$ cat src/rtl/adder_pkg.sv
// adder_pkg: shared types and width helper for the N-channel streaming adder.
//   out_w()  - result/accumulator width from channel width, channel count, guard bits
//   mode_t   - per-transfer operating mode
//   res_t    - {ovf, data} result payload at the default configuration
package adder_pkg;

   localparam int unsigned DATA_W_DEF  = 16;
   localparam int unsigned CH_N_DEF    = 4;
   localparam int unsigned ACC_EXT_DEF = 8;

   // Sum of CH_N unsigned DATA_W values needs clog2(CH_N) carry bits; ACC_EXT adds headroom.
   function automatic int unsigned out_w(input int unsigned data_w,
                                         input int unsigned ch_n,
                                         input int unsigned acc_ext);
      return data_w + 32'($clog2(ch_n)) + acc_ext;
   endfunction

   localparam int unsigned OUT_W_DEF = out_w(DATA_W_DEF, CH_N_DEF, ACC_EXT_DEF);

   typedef enum logic {
      MODE_SUM = 1'b0,
      MODE_ACC = 1'b1
   } mode_t;

   typedef struct packed {
      logic                 ovf;
      logic [OUT_W_DEF-1:0] data;
   } res_t;

endpackage

$ cat src/rtl/stream_fifo2.sv
// stream_fifo2: generic 2-entry registered FIFO with a registered head output.
//   clk, rst      - clock, synchronous active-high reset
//   push/din/full - write side; push is ignored while full
//   pop/dout/valid- read side; dout is the head entry, valid when non-empty
module stream_fifo2 #(
   parameter int unsigned W = 8
) (
   input  logic         clk,
   input  logic         rst,
   input  logic         push,
   input  logic [W-1:0] din,
   output logic         full,
   input  logic         pop,
   output logic [W-1:0] dout,
   output logic         valid
);

   logic [W-1:0] head_q;
   logic [W-1:0] tail_q;
   logic [1:0]   count_q;
   logic         do_push;
   logic         do_pop;

   assign full    = (count_q == 2'd2);
   assign valid   = (count_q != 2'd0);
   assign dout    = head_q;
   assign do_push = push && !full;
   assign do_pop  = pop && valid;

   // Head slot always holds the oldest entry, so dout comes straight from a flop.
   always_ff @(posedge clk) begin
      if (rst) begin
         head_q  <= '0;
         tail_q  <= '0;
         count_q <= 2'd0;
      end else begin
         case ({do_push, do_pop})
            2'b11: begin
               // Pushed entry lands behind the one being popped.
               if (count_q == 2'd1) begin
                  head_q <= din;
               end else begin
                  head_q <= tail_q;
                  tail_q <= din;
               end
            end
            2'b10: begin
               if (count_q == 2'd0) begin
                  head_q <= din;
               end else begin
                  tail_q <= din;
               end
               count_q <= count_q + 2'd1;
            end
            2'b01: begin
               head_q  <= tail_q;
               count_q <= count_q - 2'd1;
            end
            default: begin
            end
         endcase
      end
   end

endmodule

$ cat src/rtl/adder_join_n.sv
// adder_join_n: joins CH_N valid/ready input streams and emits their sum, either
// plain or accumulated with a wrap flag, through a 2-entry elastic output buffer.
//   clk, rst            - clock, synchronous active-high reset
//   in_data/in_valid    - CH_N unsigned channels, channel i at [i*DATA_W +: DATA_W]
//   in_ready            - common ready for all channels (all consumed together)
//   mode                - 0 = sum, 1 = accumulate; sampled on each transfer
//   acc_clr             - clears the accumulator (treated as 0 on a same-cycle transfer)
//   out_data/out_ovf    - result and accumulator-wrap flag
//   out_valid/out_ready - output handshake
module adder_join_n
   import adder_pkg::*;
#(
   parameter  int unsigned DATA_W  = 16,
   parameter  int unsigned CH_N    = 4,
   parameter  int unsigned ACC_EXT = 8,
   localparam int unsigned OUT_W   = out_w(DATA_W, CH_N, ACC_EXT)
) (
   input  logic                   clk,
   input  logic                   rst,
   input  logic [CH_N*DATA_W-1:0] in_data,
   input  logic [CH_N-1:0]        in_valid,
   output logic [CH_N-1:0]        in_ready,
   input  logic                   mode,
   input  logic                   acc_clr,
   output logic [OUT_W-1:0]       out_data,
   output logic                   out_ovf,
   output logic                   out_valid,
   input  logic                   out_ready
);

   typedef struct packed {
      logic             ovf;
      logic [OUT_W-1:0] data;
   } res_w_t;

   localparam int unsigned RES_W = $bits(res_w_t);

   logic             all_v;
   logic             full;
   logic             fire;
   mode_t            mode_e;
   logic [OUT_W-1:0] sum;
   logic [OUT_W-1:0] acc_q;
   logic [OUT_W-1:0] acc_base;
   logic [OUT_W:0]   acc_sum;
   logic [OUT_W-1:0] acc_nxt;
   res_w_t           res;
   res_w_t           head;

   // Join: only a complete set of channels transfers; full is registered, so
   // ready never depends combinationally on out_ready. Held off during reset
   // so nothing is acknowledged in a cycle whose state is being discarded.
   assign all_v    = &in_valid;
   assign fire     = all_v && !full && !rst;
   assign in_ready = {CH_N{fire}};
   assign mode_e   = mode_t'(mode);

   // Zero-extended channel sum at OUT_W; wide enough that it cannot overflow.
   always_comb begin
      sum = '0;
      for (int i = 0; i < int'(CH_N); i++) begin
         sum = sum + OUT_W'(in_data[i*int'(DATA_W) +: DATA_W]);
      end
   end

   // Accumulate path; bit OUT_W of acc_sum is the wrap indication.
   assign acc_base = acc_clr ? '0 : acc_q;
   assign acc_sum  = {1'b0, acc_base} + {1'b0, sum};

   // Result payload for the output buffer.
   always_comb begin
      res.ovf  = 1'b0;
      res.data = sum;
      if (mode_e == MODE_ACC) begin
         res.ovf  = acc_sum[OUT_W];
         res.data = acc_sum[OUT_W-1:0];
      end
   end

   // Next accumulator: sum-mode transfers leave it alone except for a clear.
   always_comb begin
      acc_nxt = acc_q;
      if (fire && (mode_e == MODE_ACC)) begin
         acc_nxt = acc_sum[OUT_W-1:0];
      end else if (acc_clr) begin
         acc_nxt = '0;
      end
   end

   always_ff @(posedge clk) begin
      if (rst) begin
         acc_q <= '0;
      end else begin
         acc_q <= acc_nxt;
      end
   end

   // Elastic output stage; out_* come directly from its head register.
   stream_fifo2 #(
      .W (RES_W)
   ) u_out_buf (
      .clk   (clk),
      .rst   (rst),
      .push  (fire),
      .din   (res),
      .full  (full),
      .pop   (out_ready),
      .dout  (head),
      .valid (out_valid)
   );

   assign out_data = head.data;
   assign out_ovf  = head.ovf;

endmodule
$ cat config.mk
export PLATFORM = sky130hd
export DESIGN_NAME = adder_join_n
export DESIGN_NICKNAME = d
export VERILOG_FILES = /design/src/rtl/adder_pkg.sv /design/src/rtl/stream_fifo2.sv /design/src/rtl/adder_join_n.sv
export SDC_FILE = /design/constraint.sdc
export NUM_CORES = 1
export LEC_CHECK = 0
export BUFFER_PORTS_ARGS = -buffer_cell sky130_fd_sc_hd__buf_4
export CORE_ASPECT_RATIO = 0.5
export CORE_MARGIN = 1
export CORE_UTILIZATION = 50
export DETAILED_ROUTE_END_ITERATION = 16
export GPL_TIMING_DRIVEN = 1
export PLACE_DENSITY = 0.73
export SLEW_MARGIN = 20
export SYNTH_ARGS = -nofsm -noshare
export SYNTH_HDL_FRONTEND = slang
export SYNTH_SLANG_ARGS = --single-unit
$ cat constraint.sdc
create_clock -name clk -period 7.1 [get_ports clk]
set_input_delay 1.42 -clock clk [delete_from_list [all_inputs] [get_ports clk]]
set_output_delay 1.42 -clock clk [all_outputs]
set_load 0.02 [all_outputs]
**After elaboration in Yosys (flattened, before gate mapping)**

Cells that the tools add are included.
W data, S select, Z words.

- Word-level logic and storage cells: 43
- Output and inout port bits: 32
- Flip-flop bits (word level): 82

- Reduce and logical (&&, ||, !) cells: 15
- Eq/ne operators: 8
- Add/sub/neg operators: 6
- Multiplexer cells: 10

Operator list:

| kind | number |
|---|---|
| $mux W27 | 5 |
| $pmux W27 S3 | 1 |
| $pmux W27 S2 | 1 |
| $mux W26 | 2 |
| $add A26 B19 Y27 | 1 |
| $add A18 B16 Y19 | 1 |
| $add A17 B16 Y18 | 1 |
| $add A16 B16 Y17 | 1 |
| $eq A2 B2 Y1 const B | 3 |
| $reduce_bool A2 Y1 | 3 |
| $logic_and A1 B1 Y1 | 5 |
| $eq A2 B1 Y1 const B | 2 |
| $ne A2 B2 Y1 const B | 2 |
| $pmux W2 S2 | 1 |
| $reduce_and A4 Y1 | 1 |
| $reduce_and A3 Y1 | 1 |
| $reduce_bool A3 Y1 | 1 |
| $add A2 B1 Y2 const B | 1 |
| $logic_not A1 Y1 | 2 |
| $logic_not A2 Y1 | 1 |
| $ne A2 B1 Y1 const B | 1 |
| $reduce_and A2 Y1 | 1 |
| $sub A2 B1 Y2 const B | 1 |

**Logic depth before layout (Yosys ltp)**

- Word-level depth: 8
- Gate-level depth with buffers: 22
- Mapped depth without buffers: 21

**Modules after synthesis**

From an unflattened synthesis, not the netlist that was laid out.

- Cell total of the unflattened synthesis: 866
- Area total of the unflattened synthesis: 7000.5 um^2

Modules (own cells, without submodules):

| module | cells an instance | area each (um^2) | instances |
|---|---|---|---|
| adder_join_n | 558 | 4252.8 | 1 |
| stream_fifo2 | 308 | 2747.6 | 1 |

**Worst setup path after synthesis**

Ideal clock, no wire load.

- Path type: input -> register
- Start: in in_data[1]
- End: reg u_out_buf.head_q[15] (netlist: u_out_buf.dout[15])
- Stages on the path: 21
- Library setup time: 0.122 ns
- Data arrival time: 5.952 ns
- Data required time: 6.978 ns
- Buffers on the path: 0
- Slack: 1.026 ns
- Path through: inv_1 -> fa_1 -> inv_1 -> fa_1 -> ha_1 -> inv_1 -> fa_1 -> nor2b_1 -> o31a_1 -> o2111ai_1 -> a31oi_1 -> or3_1 -> and2_1 -> ha_1 -> inv_1 -> o22a_1 -> a31o_2 -> a311oi_1 -> o21ai_1 -> and3b_1 -> o311a_1

- Cells in the longest elaborated chain, start to end: 7
- Elaborated cells between the ends (all ways): 8
- Classes of those cells: add/sub (4); mux (4)

RTL lines:

| what | RTL line | source |
|---|---|---|
| start, declared | adder_join_n.sv:20 | `input logic [CH_N*DATA_W-1:0] in_data,` |
| $add A16 B16 Y17 (*) | adder_join_n.sv:62 | `sum = sum + OUT_W'(in_data[i*int'(DATA_W) +: DATA_W]);` |
| $add A17 B16 Y18 (*) | adder_join_n.sv:62 |  |
| $add A18 B16 Y19 (*) | adder_join_n.sv:62 |  |
| $add A26 B19 Y27 | adder_join_n.sv:68 | `assign acc_sum = {1'b0, acc_base} + {1'b0, sum};` |
| $mux W27 (*) | adder_join_n.sv:74 | `if (mode_e == MODE_ACC) begin` |
| $mux W27, on equally long branches | stream_fifo2.sv:48, stream_fifo2.sv:40 |  |
| $pmux W27 S3 (*) | stream_fifo2.sv:37 | `case ({do_push, do_pop})` |
| end signal, assigned | stream_fifo2.sv:41 | `head_q <= din;` |
| end signal, assigned | stream_fifo2.sv:43 | `head_q <= tail_q;` |
| end signal, assigned | stream_fifo2.sv:49 | `head_q <= din;` |
| end, declared | stream_fifo2.sv:18 | `logic [W-1:0] head_q;` |

Every way passes the cells marked *; elsewhere a longest branch is shown, timed or not. The select of a mux whose other input is x is not followed.
A chain may end at the register's enable or synchronous reset.

**Final worst setup path**

- Start: in in_data[1]
- End: reg u_out_buf.tail_q[24]

- Cells in the longest elaborated chain, start to end: 7
- Elaborated cells between the ends (all ways): 8
- Classes of those cells: add/sub (4); mux (4)

RTL lines:

| what | RTL line | source |
|---|---|---|
| $add A16 B16 Y17 (*) | adder_join_n.sv:62 |  |
| $add A17 B16 Y18 (*) | adder_join_n.sv:62 |  |
| $add A18 B16 Y19 (*) | adder_join_n.sv:62 |  |
| $add A26 B19 Y27 (*) | adder_join_n.sv:68 |  |
| $mux W27 (*) | adder_join_n.sv:74 |  |
| $mux W27, on equally long branches | stream_fifo2.sv:48, stream_fifo2.sv:40 |  |
| $pmux W27 S2 (*) | stream_fifo2.sv:37 |  |
| end signal, assigned | stream_fifo2.sv:44 | `tail_q <= din;` |
| end signal, assigned | stream_fifo2.sv:51 | `tail_q <= din;` |
| end, declared | stream_fifo2.sv:19 | `logic [W-1:0] tail_q;` |

Marked as above.

==> flow_summary.ini <==
[clock_network]
clock_sinks = 82
cts_setup_buffers = 0
numCtsBuffers = 9
path_clk_slew_ns = 0.07
cts_resized = 0
htreeDepth = 3
clk-insertion-delay-late_ns = 0.35
cts_tree = done
root_buffer = clkbuf_16
clockBufferDepth = 2
postCtsHoldBufs = 0

[final_layout]
area_growth_pct = 15.6
stdcell_area_mm2 = 0.00813
drive_gt1_share_pct = 16.8
diodes = 0
nets = 1103

[route]
viasPerCell = 5.84
wl_per_cell_um = 16.8
drt-initial-drc-count = 574
drt_first_pass_iters = 5
drc = 0
wl_mm = 19.3
antenna_left = 0
vias = 6738

[floorplan]
start_util_pct = 51.6
fp.dieW_um = 170
ioPinCount = 105
core_mm2 = 0.0136
rows = 30
dieHeight_um = 85.8
die_area_mm2 = 0.0146

[placement]
place_area_mm2 = 0.00784
place.gp.congestion = 0.906
post-place-ws_ns = 0.448
port_buffers = 104
hpwlAfterDp_mm = 14.0

[global_routing]
grt_use_total_pct = 26.8
grt_pass1_wl_mm = 31.1
grt_pass1_vias = 6038
antenna_found_initial = 0
grt_max_degree = 79
overflow = 0

[flow_run]
drv_cap = 0

[yosys]
synthFlopType = dfxtp_1
synth-edff-count = 0
ys_ff_latch = 82
syn_avg_cell_area_um2 = 7.94
synth_cells = 885
syn_area_mm2 = 0.00703
synthArstFlopShare_pct = 0
synth_cell_types = 85
yosysWarnings = 0
ys_seq_area_share_pct = 23.4
synth_nets = 1032

[sta]
finalCritPeriodShare_pct = 89.9
setup_slack_ns = 0.718
finalSetupViolCount = 0
finalSetupTns_ns = 0
max_clock_freq_ghz = 0.157
hold_viol = 0
fin_skew_ns = 0.00726
final.min_clock_period_ns = 6.38
rsz0062_at_grt = no
drv_slew = 0
worst_pin_slew_ns = 0.850
relSlewSlack_pct = 43.3

[hold_path]
holdCritPathClass = register to register

[worst_setup_path]
critPathKind = input pin to register
cp.required_ns = 7.33
slowest_stage = o31ai_4
setup.worst_path.start_class = input pin
critPathMaxStageDelay_ns = 0.55
crit_chain = buf_4, inv_1, fa_1, inv_1, fa_1, ha_1, inv_1, fa_1, nor2b_1, o31a_1, o2111ai_1, a31oi_1, or3_1, and2_1, ha_1, a21o_1, a31oi_1, o2111a_2, o31ai_4, nand3_2, nor4b_4, a311o_1
crit_fanout = 10
arrival_ns = 6.61
end_kind = register

[pwr]
leakagePower_uw = 0.00360
p_per_area_mw_per_mm2 = 292
vdd_drop_max_v = 0.000142

[status]
run_status = completed
final cells by class:
type                    instances  area [um^2]
clock buffers                   9          225
well taps                     192          240
repair buffers                108          811
flip-flops and latches         82         1640
fillers                      1268         5500
clock inverters                 7         51.3
multi-input cells             656         4780
inverters                      99          372
cell usage after synthesis (11+ instances only):
| cell type | n | area, um^2 |
|---|---|---|
| inv_1 | 99 | 372 |
| nand2_1 | 89 | 334 |
| dfxtp_1 | 82 | 1640 |
| nor2_1 | 75 | 282 |
| a21oi_1 | 69 | 345 |
| ha_1 | 41 | 513 |
| fa_1 | 33 | 661 |
| nor3_1 | 29 | 145 |
| o21ai_0 | 29 | 145 |
| clkbuf_1 | 26 | 97.6 |
| nand3_1 | 25 | 125 |
| xnor2_1 | 23 | 201 |
| nor2b_1 | 21 | 131 |
| a211oi_1 | 20 | 150 |
| a21o_1 | 16 | 120 |
| mux2i_1 | 14 | 140 |
| a221oi_1 | 12 | 105 |
| xor2_1 | 12 | 105 |
| nand4_1 | 11 | 68.8 |
cells by family (layout without fill, tap and decap cells):
group | count (synthesis) | in the layout | synth area share, %
buf+inv | 147 | 223 | 8.74
mux | 19 | 19 | 2.79
xor+xnor | 35 | 35 | 4.36
compound gates | 235 | 235 | 23.7
fa+ha+maj | 74 | 74 | 16.7
simple gates | 293 | 293 | 20.3
flops | 82 | 82 | 23.4
state kept, by name, indices dropped and copies added, names as in the netlist:
register           cells
acc_q                 26
u_out_buf.count_q      2
u_out_buf.dout        27
u_out_buf.tail_q      27
layout by cell type, fill, tap and decap left out, types with 5 or more instances in the layout:
cell type  netlist  routed
a311oi_1         5       5
nand4_1         11      11
a31oi_1          9       9
nand3_1         25      25
o21ai_0         29      28
a21o_1          16      16
ha_1            41      41
and3_1           5       5
mux2i_1         14      14
inv_1           99      99
xor2_1          12      12
a311o_1          6       6
dfxtp_1         82      82
nor2b_1         21      21
clkbuf_16        0       9
a31o_2           7       7
nor2_1          75      75
buf_4            5     108
mux2_2           5       5
fa_1            33      33
a211oi_1        20      20
nand2_1         89      89
nor3_1          29      29
o311a_1          5       5
a221oi_1        12      12
xnor2_1         23      23
a21oi_1         69      69
worst max-delay path, delay by kind of cell:
| kind | cells | cell delay, ns |
|---|---|---|
| buf+inv | 4 | 0.23 |
| fa+ha+maj | 5 | 1.78 |
| simple gates | 5 | 0.98 |
| compound gates | 8 | 2.20 |
layer usage:
| layer | GRT usage (%) | up-vias | share of wire (%) |
|---|---|---|---|
| li1 | - | 3270 | - |
| met1 | 40.0 | 3170 | 49 |
| met2 | 40.2 | 280 | 43 |
| met3 | 4.38 | 18 | 8.0 |
| met4 | 5.81 | 0 | 0.78 |
| met5 | 0 | - | 0 |
stage by stage:
step                      power, uW  util (%)  std cells  hold slack, ns
after floorplan                1520         -        885           0.432
after global placement         1870      57.5       1137           0.439
after detailed placement       1900      57.5       1137           0.445
after CTS                      2350      59.6       1153           0.454
after global routing           2540      59.6       1153           0.477
final                          2370      59.6       1153           0.452
final timing paths:
kind	startpoint	to	slack [ns]	cells after the start
setup / recovery	in_data[1]	u_out_buf.tail_q[24]	0.72	22
hold / removal	u_out_buf.tail_q[26]	u_out_buf.tail_q[26]	0.45	2
setup reg to reg	u_out_buf.count_q[0]	u_out_buf.dout[23]	3.46	10
hold reg to reg	u_out_buf.tail_q[26]	u_out_buf.tail_q[26]	0.45	2
power breakdown:
group | internal, uW | switching (uW) | total, uW
registers | 503 | 24.3 | 527
clock network | 240 | 209 | 449
logic | 509 | 890 | 1400
total | 1250 | 1120 | 2370
Note: power is estimated with default switching activity, not from simulation.
